===== src/rtl/pkfb_pkg.sv =====
//============================================================================
// Module      : pkfb_pkg
// Description : Register map, CTRL/STATUS bit positions and FSM states for
//               the packet FIFO Wishbone writer.
// Revision    : 1.0 - initial release
//============================================================================
`default_nettype none

package pkfb_pkg;

    localparam logic [1:0] c_reg_data   = 2'd0;
    localparam logic [1:0] c_reg_ctrl   = 2'd1;
    localparam logic [1:0] c_reg_status = 2'd2;

    localparam int c_ctrl_send     = 0;
    localparam int c_ctrl_irq_en   = 1;
    localparam int c_ctrl_clr_ovf  = 8;
    localparam int c_ctrl_clr_drop = 9;

    localparam int c_stat_busy      = 0;
    localparam int c_stat_irq_en    = 2;
    localparam int c_stat_count_lsb = 4;
    localparam int c_stat_count_w   = 5;
    localparam int c_stat_ovf       = 12;
    localparam int c_stat_drop      = 13;

    typedef enum logic [1:0] {
        ST_IDLE = 2'd0,
        ST_PUSH = 2'd1,
        ST_DONE = 2'd2
    } pkfb_state_e;

endpackage

`default_nettype wire


===== src/rtl/pkfb_sync_fifo.sv =====
//============================================================================
// Module      : pkfb_sync_fifo
// Description : Single-clock first-word-fall-through FIFO with saturating
//               occupancy count.
// Revision    : 1.0 - initial release
//============================================================================
`default_nettype none

module pkfb_sync_fifo #(
    parameter int DEPTH = 8,
    parameter int WIDTH = 32
) (
    input  logic                   clk,
    input  logic                   rst_n,
    input  logic                   i_push,
    input  logic [WIDTH-1:0]       i_wr_data,
    input  logic                   i_pop,
    output logic [WIDTH-1:0]       o_rd_data,
    output logic                   o_full,
    output logic                   o_empty,
    output logic [$clog2(DEPTH):0] o_count
);

    localparam int               c_aw   = $clog2(DEPTH);
    localparam logic [c_aw:0]    c_full = (c_aw + 1)'(DEPTH);

    logic [WIDTH-1:0] r_mem [DEPTH];
    logic [c_aw-1:0]  r_wr_ptr;
    logic [c_aw-1:0]  r_rd_ptr;
    logic [c_aw:0]    r_count;
    logic             w_do_push;
    logic             w_do_pop;

    // Requests against a full/empty FIFO are refused here, so the count can never wrap.
    assign w_do_push = i_push & ~o_full;
    assign w_do_pop  = i_pop & ~o_empty;

    always_ff @(posedge clk) begin
        if (w_do_push) begin
            r_mem[r_wr_ptr] <= i_wr_data;
        end
    end

    always_ff @(posedge clk or negedge rst_n) begin
        if (!rst_n) begin
            r_wr_ptr <= '0;
            r_rd_ptr <= '0;
            r_count  <= '0;
        end else begin
            if (w_do_push) begin
                r_wr_ptr <= r_wr_ptr + c_aw'(1);
            end
            if (w_do_pop) begin
                r_rd_ptr <= r_rd_ptr + c_aw'(1);
            end
            case ({w_do_push, w_do_pop})
                2'b10:   r_count <= r_count + (c_aw + 1)'(1);
                2'b01:   r_count <= r_count - (c_aw + 1)'(1);
                default: r_count <= r_count;
            endcase
        end
    end

    assign o_rd_data = r_mem[r_rd_ptr];
    assign o_full    = (r_count == c_full);
    assign o_empty   = (r_count == '0);
    assign o_count   = r_count;

endmodule

`default_nettype wire


===== src/rtl/pkfb_wb_writer.sv =====
//============================================================================
// Module      : pkfb_wb_writer
// Description : Wishbone slave that buffers DATA writes and streams them as
//               one SOF/EOF-framed packet into the packet FIFO on SEND.
//               Optional packet-done interrupt: PKFB_WB_WRITER_IRQ_EN.
// Revision    : 1.0 - initial release
//============================================================================
`default_nettype none

module pkfb_wb_writer #(
    parameter int FIFO_DEPTH = 8
) (
    input  logic        WB_CLK,
    input  logic        WB_RST_N,
    input  logic        WBs_CYC,
    input  logic        WBs_STB,
    input  logic        WBs_WE,
    input  logic [3:0]  WBs_BYTE_STB,
    input  logic [16:0] WBs_ADR,
    input  logic [31:0] WBs_WR_DAT,
    output logic [31:0] WBs_RD_DAT,
    output logic        WBs_ACK,
    output logic [31:0] FB_PKfbData,
    output logic [3:0]  FB_PKfbPush,
    output logic        FB_PKfbSOF,
    output logic        FB_PKfbEOF,
    input  logic        FB_PKfbOverflow,
    output logic        Pkt_Done_Irq
);

    import pkfb_pkg::*;

    localparam int c_cw = $clog2(FIFO_DEPTH) + 1;

    pkfb_state_e      r_state;
    pkfb_state_e      w_state_nxt;
    logic             r_ack;
    logic [31:0]      r_rd_dat;
    logic             r_send_pend;
    logic [c_cw-1:0]  r_len;
    logic [c_cw-1:0]  r_idx;
    logic             r_ovf;
    logic             r_drop;
    logic [31:0]      r_fb_data;
    logic [3:0]       r_fb_push;
    logic             r_fb_sof;
    logic             r_fb_eof;

    logic             w_req;
    logic [1:0]       w_adr;
    logic             w_data_wr;
    logic             w_ctrl_wr;
    logic             w_status_rd;
    logic             w_send_ok;
    logic             w_pop;
    logic             w_busy;
    logic             w_irq_en;
    logic [c_cw-1:0]  w_last_idx;
    logic [31:0]      w_status;
    logic [31:0]      w_fifo_rd_data;
    logic             w_fifo_full;
    logic             w_fifo_empty;
    logic [c_cw-1:0]  w_fifo_count;
    logic             w_unused;

    assign w_unused = ^{WBs_BYTE_STB, WBs_ADR[16:4], WBs_ADR[1:0]};

    // A request is only taken in its first cycle; the ACK cycle masks it.
    assign w_req       = WBs_CYC & WBs_STB & ~r_ack;
    assign w_adr       = WBs_ADR[3:2];
    assign w_data_wr   = w_req & WBs_WE & (w_adr == c_reg_data);
    assign w_ctrl_wr   = w_req & WBs_WE & (w_adr == c_reg_ctrl);
    assign w_status_rd = w_req & ~WBs_WE & (w_adr == c_reg_status);
    assign w_send_ok   = w_ctrl_wr & WBs_WR_DAT[c_ctrl_send] & (r_state == ST_IDLE)
                       & ~r_send_pend & (w_fifo_count != '0);
    assign w_last_idx  = r_len - c_cw'(1);

    pkfb_sync_fifo #(
        .DEPTH (FIFO_DEPTH),
        .WIDTH (32)
    ) u_fifo (
        .clk       (WB_CLK),
        .rst_n     (WB_RST_N),
        .i_push    (w_data_wr),
        .i_wr_data (WBs_WR_DAT),
        .i_pop     (w_pop),
        .o_rd_data (w_fifo_rd_data),
        .o_full    (w_fifo_full),
        .o_empty   (w_fifo_empty),
        .o_count   (w_fifo_count)
    );

    always_ff @(posedge WB_CLK or negedge WB_RST_N) begin
        if (!WB_RST_N) begin
            r_state <= ST_IDLE;
        end else begin
            r_state <= w_state_nxt;
        end
    end

    // The SEND is held pending for one cycle so the first word lands two cycles after ACK.
    always_comb begin
        w_state_nxt = r_state;
        case (r_state)
            ST_IDLE: if (r_send_pend) w_state_nxt = ST_PUSH;
            ST_PUSH: if (w_pop && (r_idx == w_last_idx)) w_state_nxt = ST_DONE;
            ST_DONE: w_state_nxt = ST_IDLE;
            default: w_state_nxt = ST_IDLE;
        endcase
    end

    always_comb begin
        w_pop  = (r_state == ST_PUSH) & ~w_fifo_empty;
        w_busy = (r_state != ST_IDLE);
    end

    always_comb begin
        w_status = '0;
        w_status[c_stat_busy]                             = w_busy;
        w_status[c_stat_irq_en]                           = w_irq_en;
        w_status[c_stat_count_lsb +: c_stat_count_w]      = c_stat_count_w'(w_fifo_count);
        w_status[c_stat_ovf]                              = r_ovf;
        w_status[c_stat_drop]                             = r_drop;
    end

    always_ff @(posedge WB_CLK or negedge WB_RST_N) begin
        if (!WB_RST_N) begin
            r_ack       <= 1'b0;
            r_rd_dat    <= '0;
            r_send_pend <= 1'b0;
            r_len       <= '0;
            r_idx       <= '0;
            r_ovf       <= 1'b0;
            r_drop      <= 1'b0;
            r_fb_data   <= '0;
            r_fb_push   <= '0;
            r_fb_sof    <= 1'b0;
            r_fb_eof    <= 1'b0;
        end else begin
            r_ack       <= w_req;
            r_rd_dat    <= w_status_rd ? w_status : '0;
            r_send_pend <= w_send_ok;
            if (w_send_ok) begin
                r_len <= w_fifo_count;
                r_idx <= '0;
            end else if (w_pop) begin
                r_idx <= r_idx + c_cw'(1);
            end
            if (w_pop) begin
                r_fb_data <= w_fifo_rd_data;
                r_fb_push <= 4'b1111;
                r_fb_sof  <= (r_idx == '0);
                r_fb_eof  <= (r_idx == w_last_idx);
            end else begin
                r_fb_push <= '0;
                r_fb_sof  <= 1'b0;
                r_fb_eof  <= 1'b0;
            end
            // A new overflow event wins over a clear in the same cycle.
            if (w_ctrl_wr && WBs_WR_DAT[c_ctrl_clr_ovf]) r_ovf <= 1'b0;
            if ((|r_fb_push) && FB_PKfbOverflow)         r_ovf <= 1'b1;
            if (w_ctrl_wr && WBs_WR_DAT[c_ctrl_clr_drop]) r_drop <= 1'b0;
            if (w_data_wr && w_fifo_full)                r_drop <= 1'b1;
        end
    end

`ifdef PKFB_WB_WRITER_IRQ_EN
    logic r_irq_en;

    always_ff @(posedge WB_CLK or negedge WB_RST_N) begin
        if (!WB_RST_N) begin
            r_irq_en <= 1'b0;
        end else if (w_ctrl_wr) begin
            r_irq_en <= WBs_WR_DAT[c_ctrl_irq_en];
        end
    end

    assign w_irq_en     = r_irq_en;
    assign Pkt_Done_Irq = r_irq_en & (r_state == ST_DONE);
`else
    assign w_irq_en     = 1'b0;
    assign Pkt_Done_Irq = 1'b0;
`endif

    assign WBs_ACK     = r_ack;
    assign WBs_RD_DAT  = r_rd_dat;
    assign FB_PKfbData = r_fb_data;
    assign FB_PKfbPush = r_fb_push;
    assign FB_PKfbSOF  = r_fb_sof;
    assign FB_PKfbEOF  = r_fb_eof;

endmodule

`default_nettype wire


===== config.mk =====
export PLATFORM = sky130hd
export DESIGN_NAME = pkfb_wb_writer
export DESIGN_NICKNAME = d
export VERILOG_FILES = /design/src/rtl/pkfb_pkg.sv /design/src/rtl/pkfb_sync_fifo.sv /design/src/rtl/pkfb_wb_writer.sv
export SDC_FILE = /design/constraint.sdc
export NUM_CORES = 1
export LEC_CHECK = 0
export BUFFER_PORTS_ARGS = -buffer_cell sky130_fd_sc_hd__buf_2
export CAP_MARGIN = 25
export CORE_MARGIN = 2
export CORE_UTILIZATION = 55
export CTS_BUF_LIST = sky130_fd_sc_hd__clkbuf_8
export CTS_CLUSTER_DIAMETER = 80
export CTS_CLUSTER_SIZE = 28
export DETAILED_ROUTE_END_ITERATION = 7
export PLACE_DENSITY = 0.87
export SYNTH_ARGS = -nofsm -noshare
export SYNTH_HDL_FRONTEND = slang
export SYNTH_SLANG_ARGS = --single-unit

===== constraint.sdc =====
create_clock -name WB_CLK -period 6.9 [get_ports WB_CLK]
set_input_delay 0.69 -clock WB_CLK [delete_from_list [all_inputs] [get_ports WB_CLK]]
set_output_delay 0.69 -clock WB_CLK [all_outputs]
set_load 0.03 [all_outputs]

== Word level (Yosys, flattened, before mapping) ==
Memory sizes are Yosys's and may differ from the RTL's. A register that Yosys moved wholly into a read port is not among the register bits.
Cells that the tools add are included.

* RAM bits: 256
* Flip-flop bits (word level): 44
* Word-level logic and storage cells: 83
* Input bits: 59
* Memories kept: 1

* Eq/ne operators: 9
* Multiplexer cells: 16
* Bitwise operators: 19
* $add $sub $neg: 6
* Reductions and logical operators: 18

{| class="wikitable"
|+ Memory list
! name !! words !! width !! read ports !! clocked after Yosys merged registers in !! write ports !! line !! text
|-
| u_fifo.r_mem || 8 || 32 || 1 || 1 || 1 || pkfb_sync_fifo.sv:27 || <nowiki>logic [WIDTH-1:0] r_mem [DEPTH];</nowiki>
|}

{| class="wikitable"
|+ Operator list
! cell !! number
|-
| $and A1 B1 Y1 || 14
|-
| $mux W14 || 1
|-
| $mux W4 || 3
|-
| $reduce_bool A2 Y1 || 5
|-
| $add A4 B1 Y4 const B || 2
|-
| $logic_not A4 Y1 || 2
|-
| $mux W1 || 8
|-
| $pmux W4 S2 || 1
|-
| $sub A4 B1 Y4 const B || 2
|-
| $add A3 B1 Y3 const B || 2
|-
| $eq A2 B1 Y1 const B || 3
|-
| $logic_and A1 B1 Y1 || 5
|-
| $not A1 Y1 || 5
|-
| $eq A2 B2 Y1 const B || 2
|-
| $eq A4 B4 Y1 || 1
|-
| $eq A4 B4 Y1 const B || 1
|-
| $logic_not A2 Y1 || 2
|-
| $mux W2 || 2
|-
| $ne A2 B2 Y1 const B || 2
|-
| $pmux W2 S2 || 1
|-
| $reduce_bool A4 Y1 || 1
|-
| $reduce_or A4 Y1 || 1
|-
| $reduce_and A2 Y1 || 1
|-
| $logic_not A1 Y1 || 1
|}

== Depth between registers and ports, before layout ==
Gate-level depths: netlist of the first run.

* Word-level depth: 9
* Mapped depth: 12
* Gate-level depth less buffers: 10

== Cells and area by module ==
From an unflattened synthesis of the first run, not the netlist that was laid out.

* Cells, all modules: 619
* Area total of the unflattened synthesis: 12823.5 µm²

{| class="wikitable"
|+ Modules (own cells, without submodules)
! module !! cells each !! instances !! sequential area each (µm²) !! area each (µm²)
|-
| pkfb_sync_fifo || 437 || 1 || 7937.6 || 10372.4
|-
| pkfb_wb_writer || 182 || 1 || 1401.3 || 2451.1
|}

== Least setup slack after synthesis of the first run ==
No wires, ideal clock.

* Path kind: in2reg
* Start: in WBs_ADR[3]
* End: mem u_fifo.r_mem[0][0] (enable)
* Arrival: 4.426 ns
* Stages on the path: 4
* Setup slack: 1.973 ns
* Buffers on the path: 0
* Library setup time: 0.501 ns
* Cell sequence: nand2b_1 -> nor4_4 -> inv_1 -> nor4_1

* Longest elaborated chain between the ends: 5

{| class="wikitable"
|+ RTL lines
! what !! line !! text
|-
| start: declaration || pkfb_wb_writer.sv:19 || <nowiki>input logic [16:0] WBs_ADR,</nowiki>
|-
| $logic_not A2 Y1 || pkfb_wb_writer.sv:71 || <nowiki>assign w_data_wr = w_req & WBs_WE & (w_adr == c_reg_data);</nowiki>
|-
| $and A1 B1 Y1 || pkfb_wb_writer.sv:71 ||
|-
| $and A1 B1 Y1 || pkfb_sync_fifo.sv:35 || <nowiki>assign w_do_push = i_push & ~o_full;</nowiki>
|-
| $mux W1 || pkfb_sync_fifo.sv:39 || <nowiki>if (w_do_push) begin</nowiki>
|-
| $mux W1 (implied by the code) || pkfb_sync_fifo.sv:40 || <nowiki>r_mem[r_wr_ptr] <= i_wr_data;</nowiki>
|-
| end: declaration || pkfb_sync_fifo.sv:27 ||
|}

No other way between the ends.

== Final worst setup path of the first run ==
* Start: reg u_fifo.r_count[1] (netlist: u_fifo.o_count[1])
* End: reg u_fifo.r_count[2] (netlist: u_fifo.o_count[2])

* Longest elaborated chain between the ends: 6
* Elaborated cells between the ends (all ways): 13
* Those cells by class: add/sub: 2; eq/ne: 3; mux: 1; bitwise: 5; reduce/logical: 2

{| class="wikitable"
|+ RTL lines
! what !! line !! text
|-
| start: declaration || pkfb_sync_fifo.sv:30 || <nowiki>logic [c_aw:0] r_count;</nowiki>
|-
| start signal: assignment || pkfb_sync_fifo.sv:57 || <nowiki>2'b10: r_count <= r_count + (c_aw + 1)'(1);</nowiki>
|-
| start signal: assignment || pkfb_sync_fifo.sv:58 || <nowiki>2'b01: r_count <= r_count - (c_aw + 1)'(1);</nowiki>
|-
| start signal: assignment || pkfb_sync_fifo.sv:59 || <nowiki>default: r_count <= r_count;</nowiki>
|-
| $logic_not A4 Y1 || pkfb_sync_fifo.sv:66 || <nowiki>assign o_empty = (r_count == '0);</nowiki>
|-
| $not A1 Y1 || pkfb_sync_fifo.sv:36, pkfb_wb_writer.sv:113 ||
|-
| $and A1 B1 Y1 || pkfb_wb_writer.sv:113 || <nowiki>w_pop = (r_state == ST_PUSH) & ~w_fifo_empty;</nowiki>
|-
| $and A1 B1 Y1 || pkfb_sync_fifo.sv:36 || <nowiki>assign w_do_pop = i_pop & ~o_empty;</nowiki>
|-
| $eq A2 B1 Y1 or $eq A2 B2 Y1 (tied branches) || pkfb_sync_fifo.sv:56 || <nowiki>case ({w_do_push, w_do_pop})</nowiki>
|-
| $pmux W4 S2 or $reduce_bool A2 Y1 (tied branches) || - ||
|}

Several ways; a longest one is shown, not always the timed one.
A chain may end at the register's enable or synchronous reset.

==> results of run 1 <==
area by class of cell:
cell class | count | area [µm²]
sequential | 322 | 9340
inverter | 9 | 33.8
antenna | 1 | 2.50
tap | 313 | 392
clock inverter | 9 | 46.3
fill | 1686 | 9050
clock buffer | 15 | 206
timing repair buffer | 101 | 573
multi-input combinational | 420 | 3130
flip-flops by register name, indices dropped and copies added, names as in the netlist:
register,cells
u_fifo.r_wr_ptr,3
u_fifo.r_mem,256
WBs_RD_DAT,7
FB_PKfbPush,1
u_fifo.r_rd_ptr,3
r_len,4
r_send_pend,1
u_fifo.o_count,4
r_drop,1
r_ovf,1
FB_PKfbSOF,1
r_idx,4
r_state,2
FB_PKfbEOF,1
FB_PKfbData,32
WBs_ACK,1
placed cells by master, fill, tap and decap left out, types with 4 or more instances in the layout:
cell,n
a22oi_1,64
and2_1,6
buf_2,84
buf_4,13
clkbuf_8,15
conb_1,26
dfrtp_1,65
edfxtp_1,256
ha_1,8
inv_1,16
mux2_1,5
mux2i_1,128
nand2_1,77
nand2b_1,5
nand3_1,33
nor2_1,6
nor3_1,4
nor3_2,5
xnor2_1,9
xor2_1,6
metrics by stage:
stage | utilization (%) | cell area [µm²] | std cells
after global placement | 58.9 | 13400 | 1161
after global routing | 60.3 | 13700 | 1190
after detailed placement | 59.1 | 13500 | 1163
after CTS | 60.2 | 13700 | 1187
final | 60.3 | 13700 | 1190
after floorplan | - | 12900 | 820
per-layer routing:
metal | vias up | global-route usage [%]
met2 | 259 | 35.6
met4 | 2 | 5.20
met1 | 3357 | 26.1
met3 | 40 | 3.07
li1 | 3066 | -
met5 | - | 0
where the power goes:
group / leakage [nW] / total, mW / internal, mW / switching (mW)
logic: 1.86 / 1.56 / 0.566 / 0.994
registers: 3.13 / 2.44 / 2.26 / 0.184
clock network: 0.157 / 0.739 / 0.212 / 0.528
worst max path at each step:
| stage | startpoint | to | slack, ns | cells past startpoint |
|---|---|---|---|---|
| 2_1_floorplan | WBs_ADR[3] | u_fifo.r_mem[0][0] | 1.97 | 4 |
| 3_3_place_gp | u_fifo.o_count[1] | u_fifo.o_count[2] | 3.46 | 10 |
| 3_5_place_dp | u_fifo.o_count[1] | u_fifo.o_count[2] | 3.43 | 10 |
| 4_1_cts | u_fifo.o_count[1] | u_fifo.o_count[2] | 3.41 | 10 |
| 5_1_grt | u_fifo.o_count[1] | u_fifo.o_count[2] | 3.18 | 10 |
| 6_report | u_fifo.o_count[1] | u_fifo.o_count[2] | 3.38 | 10 |
cell families (layout without fill, tap and decap cells):
kind of cell    after synthesis  in the layout
compound gates               74             74
flops                       322            322
fa+ha+maj                     8              8
other cells                   1             27
buf+inv                      78            134
xor+xnor                     15             15
mux                         135            135
simple gates                162            162
worst register-to-register path: cells and delay by family, from the launching register on:
kind / cells / cell delay [ns]
adders and majority gates: 2 / 0.66
xor gates and xnor gates: 3 / 0.47
buffers and inverters: 1 / 0.53
and+or+nand+nor: 3 / 1.07
AOI/OAI and AO/OA: 1 / 0.15
DFF: 1 / 0.52
==> summary.md, run 1 <==
| Metric | Value |
|---|---|
| Top-count cell post-synth | edfxtp_1 |
| CTS tree | built |
| GRT Util Overall | 20.1% |
| Syn Area/Cell | 16.1 µm² |
| Final ANT Viol Nets | 0 |
| Cell mode on critical path | xor2_1 |
| Pwr/cell area | 345 mW/mm² |
| Final Max Tran Viols | 0 |
| Avg WL per Cell | 20.5 µm |
| Max layer used | met5 |
| TNS Setup | 0 ns |
| Area delta synth->final | 7.15% |
| Reg2Reg Depth | 10 |
| CP Data Arrival Time | 3.94 ns |
| Post-CTS Setup Repair Bufs | 0 |
| Largest net degree at the start of global routing | 67 |
| Die width | 157 µm |
| P_leak | 5.15 nW |
| Critical path, cell by cell | or4_4, nand2_4, inv_2, ha_1, xor2_1, ha_1, a21oi_1, xor2_1, nor2_1, xor2_1 |
| Dpl hpwl | 14,300 µm |
| Synth Warn # | 0 |
| CTS Hold Bufs | 0 |
| Post-Route M1 WL | 9880 µm |
| Max Cap Violations | 0 |
| Clk Latency, worst-skew pair | 0.55 ns |
| Final worst slack | 3.38 ns |
| I/O pins | 131 |
| Inserted Clock Buffers | 15 |
| Met3 wire length | 1460 µm |
| Compound-Gate Fraction of Synth Area | 4.31% |
| Pre-CTS WS | 3.43 ns |
| Run status | complete, no violations |
| Fmax achieved | 284 MHz |
| Mux cell area share after synthesis | 10.6% |
| Final wirelength | 24,500 µm |
| Synth Area in XOR/XNOR | 1.03% |
| FFs w/ async S/R, synth | 20.5% |
| Starting density of the core | 56.2% |
| Seq/Total Area, Yosys | 72.9% |
| Core Box Area | 0.0228 mm² |
| Root buffer cell | clkbuf_8 |
| Cell family with most CP delay | simple AND/OR/NAND/NOR gates |
| Post-synthesis adder-cell area fraction | 0.781% |
| FF-to-FF Start | u_fifo.o_count[1] |
| Startpoint types | flip-flop |
| Slew headroom | 38.8% |
| FF-to-FF setup slack | 3.38 ns |
| Critical path fanouts, max | 39 |
| Initial antenna violation count | 2 |
| Setup-failing EPs final | 0 |
| Area contributors post-synth | edfxtp_1 (60%), dfrtp_1 (13%), mux2i_1 (10%), a22oi_1 (3.8%), nand2_1 (2.3%) |
| Layout cells sized above 1 | 16.2% |
| Crit share post-route | 51.0% |
| # H-tree levels | 1 |
| DRT iter0 DRCs | 545 |
| Post-synthesis cell count | 795 |
| Worst Tran Pin Value | 0.918 ns |
| Clock Skews | 0.0266 ns |
| Critical path type | reg -> reg |
| Drt drc | 0 |
| Clock sink count | 322 |
| Total grt overflow | 0 |
| Critical Path End Type | flip-flop |
| CP required | 7.32 ns |
| Post-synthesis cell type count | 44 |
| Synthesized area | 0.0128 mm² |
| Synth top area share | 60.0% |
| Die extent in y | 157 µm |
| FF-to-FF End | u_fifo.o_count[2] |
| Hold slack | 0.250 ns |
| Layout Nets | 936 |
| RePlAce Congestion | 0.752 |
| Critical path's largest stage delay | 0.59 ns |
| Vias in the first global route | 6,649 |
| Die footprint | 0.0245 mm² |
| CP bufs+invs | 1 |
| Tmin final | 3.52 ns |
| DR pass1 iterations | 5 |
| Cell taking the most area after synthesis | edfxtp_1 |
| Hold Path Class | in -> async |
| Final hold violations | 0 |
| Largest family of logic cells by synthesized area | multiplexers |
| Top post-synthesis cells by count | edfxtp_1 (256), mux2i_1 (128), nand2_1 (77) |
| Post_cts resized | 0 |
| Final total power | 4.74 mW |
| Buffers added on ports | 85 |
| Prevailing post-synth register cell | edfxtp_1 |
| Clock slew at reported path FFs | 0.16 ns |
| Max VDD drop | 0.197 mV |
| DR vias | 6,724 |
| Synth Area in Simple Gates | 6.48% |
| Vias per cell | 5.65 |
| First-pass GRT wire length | 37,000 µm |
| Met2 wire len | 12,700 µm |
| Post-synth EDFFs | 256 |
| Critical-path top delay cell | or4_4 |
| RSZ-0062 raised after global routing | no |
| Maximum root-to-sink buffer count | 3 |
| Flops & latches, synth | 322 |
| Site Rows | 55 |
No activity file was read; power rests on OpenSTA's default activity.
==> run 2: changes to the inputs <==
ABC_AREA = 1   (was unset)
clock period = 3.4 ns   (was 6.9 ns; I/O delays follow)
==> run 2 against run 1 <==
Effect of this change:
- fmax rose by 38%
- clock power grew 120%
- flip-flop and latch count unchanged
- setup slack got worse by 2.5 ns
- combinational power grew 130%
- clock skew rose by 0.0016 ns
- largest power group unchanged
==> summary.md, run 2 <==
| Metric | Value |
|---|---|
| Crit share post-route | 74.9% (+24 points) |
| FFs w/ async S/R, synth | 20.5% (unchanged) |
| Clk Latency, worst-skew pair | 0.55 ns (about the same) |
| Most common cell after layout, fill and taps aside | edfxtp_1 |
| P_sw | 3.98 mW (+130%) |
| Post-synthesis cell count | 1,126 (+42%) |
| Final hold violations | 0 (unchanged) |
| CTS Hold Bufs | 2 (+2) |
| Clock slew at reported path FFs | 0.15 ns (about the same) |
| Cell family with most CP delay | simple AND/OR/NAND/NOR gates |
| Vias per cell | 5.45 (-3.6%) |
| Fin area | 0.0143 mm² (+4.1%) |
| Area contributors post-synth | edfxtp_1 (58%), dfrtp_1 (12%), nand2_1 (5.2%), inv_1 (4.7%), nand3_1 (4.2%) |
| Syn Area/Cell | 11.8 µm² (-27%) |
| Site Rows | 56 (+1.8%) |
| Max Cap Violations | 0 (unchanged) |
| Starting density of the core | 56.3% (about the same) |
| CP bufs+invs | 1 (unchanged) |
| Post_cts resized | 0 (unchanged) |
| Die extent in y | 159 µm (+1.7%) |
| Avg WL per Cell | 17.0 µm (-17%) |
| Final worst slack | 0.855 ns (-2.53 ns) |
| Top post-synthesis cells by count | edfxtp_1 (256), nand2_1 (184), inv_1 (166) |
| Root buffer cell | clkbuf_8 |
| GRT Util Overall | 20.1% (-0.030 points) |
| P_leak | 5.84 nW (+13%) |
| Die footprint | 0.0253 mm² (+3.3%) |
| Total grt overflow | 0 (unchanged) |
| Max VDD drop | 0.388 mV (+97%) |
| Fmax achieved | 393 MHz (+38%) |
| Post-synthesis cell type count | 23 (-48%) |
| Final wirelength | 25,900 µm (+6.0%) |
| Layout Cells excl Fill | 1,520 (+28%) |
| Prevailing post-synth register cell | edfxtp_1 |
| Number of flip-flops in the largest register | 256 (unchanged) |
| Synth Warn # | 0 (unchanged) |
| Layout Nets | 1,258 (+34%) |
| Critical path fanouts, max | 13 (-67%) |
| DR pass1 iterations | 6 (+1) |
| Final Max Tran Viols | 0 (unchanged) |
| DRT iter0 DRCs | 952 (+75%) |
| CP Data Arrival Time | 2.81 ns (-1.13 ns) |
| Inserted Clock Buffers | 16 (+1) |
| Register with the most flip-flops | u_fifo.r_mem |
| Seq/Total Area, Yosys | 70.5% (-2.4 points) |
| Startpoint types | flip-flop |
| Dpl hpwl | 15,300 µm (+7.5%) |
| Post-synth EDFFs | 256 (unchanged) |
| Clock sink count | 322 (unchanged) |
| Synthesized area | 0.0132 mm² (+3.4%) |
| Cell taking the most area after synthesis | edfxtp_1 |
| Post-CTS Setup Repair Bufs | 0 (unchanged) |
| Critical Path End Type | flip-flop |
| Hold Path Class | in -> reg |
| DP Area | 0.0139 mm² (+3.6%) |
| Setup-failing EPs final | 0 (unchanged) |
| # H-tree levels | 1 (unchanged) |
| Switch share | 39.0% (+3.0 points) |
| First-pass GRT wire length | 40,500 µm (+9.5%) |
| DR vias | 8,279 (+23%) |
| Pre-CTS WS | 0.893 ns (-2.54 ns) |
| Largest net degree at the start of global routing | 81 (+21%) |
| Run status | complete, no violations |
| Drt drc | 0 (unchanged) |
| Flops & latches, synth | 322 (unchanged) |
| RePlAce Congestion | 0.774 (+3.0%) |
| Area delta synth->final | 7.85% |
| TNS Setup | 0 ns (unchanged) |
| Critical path, cell by cell | nor2_1, nand2_1, nor2_1, nor3_2, nand2_1, nor2_4, buf_4 |
| Vias in the first global route | 7,942 (+19%) |
| Worst Tran Pin Value | 0.954 ns (+0.0358 ns) |
| Die width | 159 µm (+1.7%) |
| Final ANT Viol Nets | 0 (unchanged) |
| Final core occ | 60.7% (+0.43 points) |
| Critical path's largest stage delay | 0.49 ns (-0.10 ns) |
| Critical path type | reg -> reg |
| Slew headroom | 36.4% (-2.4 points) |
| Layout cells sized above 1 | 11.7% (-4.6 points) |
| Initial antenna violation count | 1 (-1) |
| Core Box Area | 0.0235 mm² (+3.4%) |
| Top-count cell post-synth | edfxtp_1 |
| Clock Skews | 0.0282 ns (+0.00163 ns) |
| Critical-path top delay cell | nor2_4 |
| Pwr/cell area | 716 mW/mm² (+110%) |
| Tmin final | 2.55 ns (-0.973 ns) |
| RSZ-0062 raised after global routing | no |
| CP required | 3.66 ns (-3.66 ns) |
| FF-to-FF setup slack | 0.85 ns (-2.53 ns) |
| Leading cell types in the layout, fill and taps excluded | edfxtp_1 (256), nand2_1 (184), inv_1 (174), nand3_1 (110), buf_2 (84) |
| Maximum root-to-sink buffer count | 3 (unchanged) |
| Synth top area share | 58.0% (-2.0 points) |
| Placed insts | 1,489 (+28%) |
| I/O pins | 131 (unchanged) |
| Power share of the combinational group | 34.4% (+1.5 points) |
| Buffers added on ports | 85 (unchanged) |
| CTS tree | built |
| Clock network fraction of design power | 16.0% (+0.4 points) |
| Diode count | 0 (-1) |
| Sequential power share | 49.6% (-1.9 points) |
| Power Internal | 6.24 mW (+110%) |
==> run 2: changes by cell type after synthesis, moves of 7 or more <==
cell | previous run | this run
nand3_1 | 33 | 110
nor3_1 | 8 | 0
a21oi_1 | 1 | 67
buf_4 | 30 | 44
o21ai_0 | 2 | 74
nor2_1 | 10 | 26
mux2i_1 | 128 | 0
inv_1 | 8 | 166
a22oi_1 | 64 | 0
and2_1 | 7 | 0
nand2_1 | 77 | 184
o211ai_1 | 1 | 65
==> run 2: cell families after synthesis <==
logic type,share of synthesized area [%]
AO/OA/AOI/OAI,9.01
buffers and inverters,8.70
AND/OR/NAND/NOR,10.5
adder cells (fa/ha/maj),0.756
XOR/XNOR,0.529
other,0.0283
flip-flops,70.5
==> run 2: path summary, 6_finish.rpt <==
path	cells past startpoint	from	endpoint
min reg2reg	2	FB_PKfbData[18]	FB_PKfbData[18]
min in group asynchronous	2	WB_RST_N	FB_PKfbData[28]
max reg2reg	7	u_fifo.o_count[0]	u_fifo.r_mem[3][18]
min	1	WBs_WR_DAT[30]	u_fifo.r_mem[6][30]
max	7	u_fifo.o_count[0]	u_fifo.r_mem[3][18]
max in group asynchronous	2	WB_RST_N	u_fifo.r_rd_ptr[1]
==> run 2: power by group through the flow <==
stage | Clock [mW] | Combinational [mW] | Sequential [mW]
2_1_floorplan | 0 | 2.51 | 5.24
3_3_place_gp | 0 | 3.30 | 5.12
3_5_place_dp | 0 | 3.47 | 5.14
4_1_cts | 1.66 | 3.50 | 5.06
5_1_grt | 1.80 | 3.89 | 5.13
6_report | 1.63 | 3.52 | 5.07
==> run 2: layout make-up <==
class | instances | area, µm²
Sequential cell | 322 | 9350
Clock buffer | 17 | 234
Clock inverter | 11 | 75.1
Inverter | 167 | 627
Tap cell | 319 | 399
Multi-Input combinational cell | 575 | 2910
Fill cell | 1726 | 9260
Timing Repair Buffer | 109 | 696
==> run 2: worst register-to-register path, cell delays in order (launching register included) <==
cell,delay [ns]
dfrtp_1,0.48
nor2_1,0.09
nand2_1,0.06
nor2_1,0.06
nor3_2,0.38
nand2_1,0.36
nor2_4,0.50
buf_4,0.33
==> run 2: per-layer routing <==
metal / track usage, % / wire length, µm / up-vias
met5: 0 / 10 / -
met4: 5.91 / 514 / 2
met3: 2.60 / 2030 / 50
met2: 34.5 / 12800 / 381
met1: 27.0 / 10600 / 3942
li1: - / - / 3904
==> run 2: metrics by stage <==
stage	hold slack, ns	power, mW
global placement	0.456	8.43
global route	0.0225	10.8
finish	0.0344	10.2
detailed placement	0.459	8.61
floorplan	0.0444	7.75
CTS	0.0133	10.2
